## config.mk

```make
export PLATFORM = sky130hd
export DESIGN_NAME = load_store_unit
export DESIGN_NICKNAME = d
export VERILOG_FILES = /design/src/rtl/load_store_unit.sv
export SDC_FILE = /design/constraint.sdc
export NUM_CORES = 1
export LEC_CHECK = 0
export ABC_CLOCK_PERIOD_IN_PS = 3650
export CAP_MARGIN = 30
export CORE_MARGIN = 1
export CORE_UTILIZATION = 32
export CTS_CLUSTER_SIZE = 12
export DETAILED_ROUTE_END_ITERATION = 7
export GPL_ROUTABILITY_DRIVEN = 1
export HOLD_SLACK_MARGIN = 0.03
export PLACE_DENSITY = 0.63
export RECOVER_POWER = 25
export SLEW_MARGIN = 20
export SYNTH_ARGS = -nofsm -noshare
export SYNTH_HDL_FRONTEND = slang
export SYNTH_SLANG_ARGS = --single-unit
export TNS_END_PERCENT = 50
```

## constraint.sdc

```tcl
create_clock -name clk -period 3.65 [get_ports clk]
set_clock_uncertainty 0.1 [all_clocks]
set_input_delay 1.095 -clock clk [delete_from_list [all_inputs] [get_ports clk]]
set_output_delay 1.095 -clock clk [all_outputs]
set_load 0.02 [all_outputs]
```

## src/rtl/load_store_unit.sv

```systemverilog
// Load/store unit between the datapath and a single-port DataMemory with combinational reads.
// Sub-word stores are handled as a read-modify-write of the containing word.
module load_store_unit (
  input  logic        clk,
  input  logic        rst_n,
  input  logic        req_valid,
  output logic        req_ready,
  input  logic        req_store,
  input  logic [1:0]  req_size,
  input  logic        req_unsigned,
  input  logic [31:0] req_addr,
  input  logic [31:0] req_wdata,
  output logic        resp_valid,
  output logic [31:0] resp_rdata,
  output logic        resp_err,
  output logic [31:0] MemAddress,
  output logic [31:0] MemWriteData,
  output logic        MemWrite,
  output logic        MemRead,
  input  logic [31:0] MemReadData
);

  typedef enum logic [1:0] {
    IDLE  = 2'd0,
    READ  = 2'd1,
    WRITE = 2'd2,
    DONE  = 2'd3
  } state_t;

  localparam logic [1:0] SizeByte = 2'b00;
  localparam logic [1:0] SizeHalf = 2'b01;
  localparam logic [1:0] SizeWord = 2'b10;
  localparam logic [1:0] SizeRsvd = 2'b11;

  state_t      stateReg, stateNext;

  logic        storeReg;
  logic [1:0]  sizeReg;
  logic        unsignedReg;
  logic [31:0] addrReg;
  logic [31:0] wdataReg;
  logic        errReg;
  logic [31:0] readWordReg;
  logic [31:0] respRdataReg;

  logic        accept;
  logic        reqErr;
  logic [31:0] wordAddr;
  logic [31:0] mergedWord;
  logic [31:0] storeWord;
  logic [3:0][7:0] memLane;
  logic [7:0]  byteSel;
  logic [15:0] halfSel;
  logic [31:0] loadResult;

  assign accept = req_valid && (stateReg == IDLE);

  // Misaligned or reserved-size requests never touch memory.
  assign reqErr = (req_size == SizeRsvd) ||
                  ((req_size == SizeHalf) && req_addr[0]) ||
                  ((req_size == SizeWord) && (req_addr[1:0] != 2'b00));

  assign wordAddr = {addrReg[31:2], 2'b00};

  // Per-lane merge of store data into the word captured during READ.
  genvar gi;
  generate
    for (gi = 0; gi < 4; gi++) begin : g_lane
      localparam logic [1:0] LANE = 2'(gi);
      logic       laneHit;
      logic [7:0] laneData;

      assign laneHit  = (sizeReg == SizeByte) ? (addrReg[1:0] == LANE)
                                              : (addrReg[1] == LANE[1]);
      assign laneData = ((sizeReg == SizeHalf) && LANE[0]) ? wdataReg[15:8]
                                                           : wdataReg[7:0];
      assign mergedWord[8*gi +: 8] = laneHit ? laneData : readWordReg[8*gi +: 8];
      assign memLane[gi] = MemReadData[8*gi +: 8];
    end
  endgenerate

  assign storeWord = (sizeReg == SizeWord) ? wdataReg : mergedWord;

  assign byteSel = memLane[addrReg[1:0]];
  assign halfSel = addrReg[1] ? MemReadData[31:16] : MemReadData[15:0];

  always_comb begin
    loadResult = MemReadData;
    case (sizeReg)
      SizeByte: loadResult = {{24{~unsignedReg & byteSel[7]}}, byteSel};
      SizeHalf: loadResult = {{16{~unsignedReg & halfSel[15]}}, halfSel};
      default:  loadResult = MemReadData;
    endcase
  end

  always_ff @(posedge clk or negedge rst_n) begin
    if (!rst_n) begin
      stateReg <= IDLE;
    end else begin
      stateReg <= stateNext;
    end
  end

  always_comb begin
    stateNext    = stateReg;
    req_ready    = 1'b0;
    resp_valid   = 1'b0;
    resp_err     = 1'b0;
    MemRead      = 1'b0;
    MemWrite     = 1'b0;
    MemAddress   = 32'd0;
    MemWriteData = 32'd0;
    case (stateReg)
      IDLE: begin
        req_ready = 1'b1;
        if (accept) begin
          if (reqErr) begin
            stateNext = DONE;
          end else if (!req_store) begin
            stateNext = READ;
          end else if (req_size == SizeWord) begin
            stateNext = WRITE;
          end else begin
            stateNext = READ;
          end
        end
      end
      READ: begin
        MemRead    = 1'b1;
        MemAddress = wordAddr;
        stateNext  = storeReg ? WRITE : DONE;
      end
      WRITE: begin
        MemWrite     = 1'b1;
        MemAddress   = wordAddr;
        MemWriteData = storeWord;
        stateNext    = DONE;
      end
      DONE: begin
        resp_valid = 1'b1;
        resp_err   = errReg;
        stateNext  = IDLE;
      end
      default: stateNext = IDLE;
    endcase
  end

  always_ff @(posedge clk or negedge rst_n) begin
    if (!rst_n) begin
      storeReg    <= 1'b0;
      sizeReg     <= 2'b00;
      unsignedReg <= 1'b0;
      addrReg     <= 32'd0;
      wdataReg    <= 32'd0;
      errReg      <= 1'b0;
    end else if (accept) begin
      storeReg    <= req_store;
      sizeReg     <= req_size;
      unsignedReg <= req_unsigned;
      addrReg     <= req_addr;
      wdataReg    <= req_wdata;
      errReg      <= reqErr;
    end
  end

  // The load result lands on the READ exit edge so it is already valid in DONE.
  always_ff @(posedge clk or negedge rst_n) begin
    if (!rst_n) begin
      readWordReg  <= 32'd0;
      respRdataReg <= 32'd0;
    end else if (stateReg == READ) begin
      readWordReg <= MemReadData;
      if (!storeReg) begin
        respRdataReg <= loadResult;
      end
    end
  end

  assign resp_rdata = respRdataReg;

endmodule

```

==> metrics.md <==
| Metric | Value |
|---|---|
| Mean Syn Cell Area | `roughly 12 um^2` |
| R2R cell count | `7` |
| Area after DPL | `9010 um^2` |
| Top cells by area, synth | `dfrtp_1 (51%), mux2_2 (18%), mux2i_1 (3.7%)` |
| Ys async rst share | `1.00` |
| Post-synth top area share | `0.505` |
| Nets@finish | `between 800 and 900` |
| Die area | `about 21,000 um^2` |
| Antenna diode count | `0` |
| Yosys reg bits | `~140` |
| Clock buffer count from CTS | `17` |
| Slew @ Worst Pin | `1.48 ns` |
| Top FF cell, synth | `dfrtp_1` |
| Final worst path period share | `0.982` |
| Setup crit start kind | `flip-flop` |
| Setup ws final | `a little under 0.07 ns` |
| Number of unique standard cell types used by synthesis | `46` |
| Worst-Skew Late Latency | `just over 0.4 ns` |
| Post-synth top cells | `dfrtp_1 (135), mux2_2 (107), nor2_1 (36)` |
| Most numerous cell in the Yosys netlist | `dfrtp_1` |
| Placed insts | `just over 1,000` |
| Number of max-cap violations | `0` |
| RSZ-0062 raised after global routing | `false` |
| First-pass GRT wire length | `31.6 mm` |
| CTS root buf | `clkbuf_16` |
| Pint | `roughly 6.1 mW` |
| Combinational power share | `0.526` |
| First-pass DRT Iterations | `5` |
| Max FO, Critical Path | `18` |
| Share of post-route cells with drive strength above 1 | `0.242` |
| Outcome | `finished clean` |
| Die Span Y | `about 150 um` |
| Die W | `roughly 150 um` |
| Worst hold path type | `flip-flop to flip-flop` |
| Max-slew headroom at the worst pin | `0.0145` |
| I/O pin count | `204` |
| Largest net degree at the start of global routing | `60` |
| Max-slew violations | `0` |
| Clock Path Buffers | `2` |
| Yosys warnings | `0` |
| Worst EP required | `2.45 ns` |
| Vias in the first global route | `5,341` |
| Sink Count | `between 100 and 150` |
| Initial antenna violation count | `0` |
| Final Wtd Congestion | `slightly below 0.8` |
| Hold depth | `1` |
| Core footprint | `just over 20,000 um^2` |
| Seq/Total Area, Yosys | `0.505` |
| P_sw | `approximately 4.0 mW` |
| Endpoints failing setup | `0` |
| Synth Instances | `about 570` |
| Design area | `slightly below 10,000 um^2` |
| CTS tree | `built` |
| Critical path class | `flip-flop to output pin` |
| Count of input and output buffers | `~200` |
| DR DRC count | `0` |
| # rows | `52` |
| Sw Share | `0.393` |
| Reg2Reg Setup Slack | `around 1.1 ns` |
| Sequential power share | `0.285` |
| Leak Pwr | `between 4 and 5 nW` |
| CP Data Arrival Time | `2.39 ns` |
| Initial DRC count | `roughly 350` |
| Fin cells | `1,060` |
| PwrDens | `about 1000 nW/um^2` |
| Post-synth EDFFs | `0` |
| Final critical-path required period | `~3.6 ns` |
| Clock share of power | `0.189` |
| Crit end category | `output pin` |
| Routed len/inst | `a little under 20 um` |
| Antenna Nets Post-Route | `0` |
| Final HPWL DP | `about 15 mm` |
| Synth Cell Area | `~6700 um^2` |
| Pre-CTS WS | `between 0.06 and 0.07 ns` |
| Gr usage total | `0.196` |
| Min Hold Slack | `between 0.3 and 0.4 ns` |
| DR vias | `about 5,300` |
| Post-Route WL | `20.5 mm` |
| Fill count | `1,879` |
| Initial Util | `0.328` |
| Cts hold-fix bufs | `0` |
| Worst-path clk slew | `0.06 ns` |
| CTS HTree Levels | `4` |
| Vias per inst | `5.04` |
| Final count of hold timing violations | `0` |
| Gr ovfl total | `0` |
| Max VDD drop | `0.477 mV` |
| Yosys top cell by area | `dfrtp_1` |
| Fmax | `approximately 0.28 GHz` |
| Area growth from synthesis to layout | `45.0%` |
-- final cells by class --
cell class,count,area [um^2],share of cell area
tap,270,338,0.0348
clock inverter,12,198,0.0204
multi-input combinational,394,3120,0.322
timing repair buffer,224,2180,0.225
clock buffer,20,457,0.0471
inverter,5,18.8,0.00194
sequential,135,3380,0.349
-- sequential cells by signal (all words and copies together), names as in the netlist --
register     flops
wdataReg        32
unsignedReg      1
addrReg         32
resp_rdata      32
storeReg         1
stateReg         2
readWordReg     32
sizeReg          2
errReg           1
-- routing by layer --
layer	vias to the layer above	global-route usage	part of all wire
li1	2496	-	-
met1	2614	0.253	0.43
met2	213	0.307	0.47
met3	21	0.0672	0.079
met4	0	0.0630	0.018
met5	-	0	0
-- kinds of logic (layout without fill, tap and decap cells) --
family	count (synthesis)	in the layout	synth area share
compound gates	140	140	0.140
flops	135	135	0.505
mux	133	133	0.221
simple gates	115	115	0.0915
buf+inv	45	261	0.0342
fa+ha+maj	4	4	0.00749
other cells	1	2	0.000561
-- timing repair --
action	in CTS	in global routing
resized for setup	34	4
endpoints found under the setup margin	27	14
setup buffers	3	0
pin swaps	3	1
hold endpoints to repair	0	0
-- power by group through the flow --
| stage | Combinational (mW) | Clock (mW) | Sequential [mW] |
|---|---|---|---|
| floorplan | 3.13 | 0 | 2.85 |
| global placement | 5.30 | 0 | 2.86 |
| detailed placement | 5.33 | 0 | 2.88 |
| CTS | 5.36 | 1.95 | 2.87 |
| global route | 5.69 | 2.02 | 2.97 |
| finish | 5.31 | 1.91 | 2.87 |
-- placed cells by master (no fill, tap or decap), types with 3 or more instances in the layout --
cell / netlist / final
a32oi_1: 7 / 7
clkinv_2: 0 / 3
nand2b_1: 5 / 3
o21ai_1: 2 / 10
bufinv_16: 0 / 5
clkdlybuf4s50_1: 0 / 184
nor2_1: 36 / 36
ha_1: 4 / 4
o21ai_0: 35 / 25
mux2i_1: 25 / 25
and3_1: 7 / 7
inv_1: 3 / 3
a21oi_1: 33 / 33
dfrtp_1: 135 / 133
mux2_2: 107 / 107
clkbuf_16: 0 / 17
o211ai_1: 4 / 4
a22oi_1: 23 / 23
dlygate4sd2_1: 0 / 14
nand2_1: 19 / 18
a31oi_1: 15 / 15
nor2b_1: 3 / 3
buf_4: 4 / 20
and2_1: 31 / 31
a211oi_2: 10 / 10
nor3_1: 4 / 4
a211oi_1: 5 / 5
-- worst max-delay path, stage by stage (launching register included) --
cell and delay (ns):
dfrtp_2 0.47, nand2b_2 0.26, buf_4 0.22, o211a_2 0.21, a22oi_1 0.30, o21ai_1 0.22, clkdlybuf4s15_2 0.30
-- through the flow --
stage               total power [mW]   util  setup TNS [ns]
finish                          10.1  0.476               0
global route                    10.7  0.476               0
CTS                             10.2  0.477         -0.0146
detailed placement              8.21  0.443               0
global placement                8.16  0.442               0
floorplan                       5.98      -               0
-- worst paths after layout --
path                                         end   startpoint
worst max register to register    resp_rdata[26]  stateReg[1]
worst min-delay path                      errReg       errReg
worst min register to register            errReg       errReg
max in group asynchronous        readWordReg[19]        rst_n
min in group asynchronous            addrReg[25]        rst_n
worst max-delay path            MemWriteData[25]   sizeReg[0]
Power figures use the tool's default switching activity.
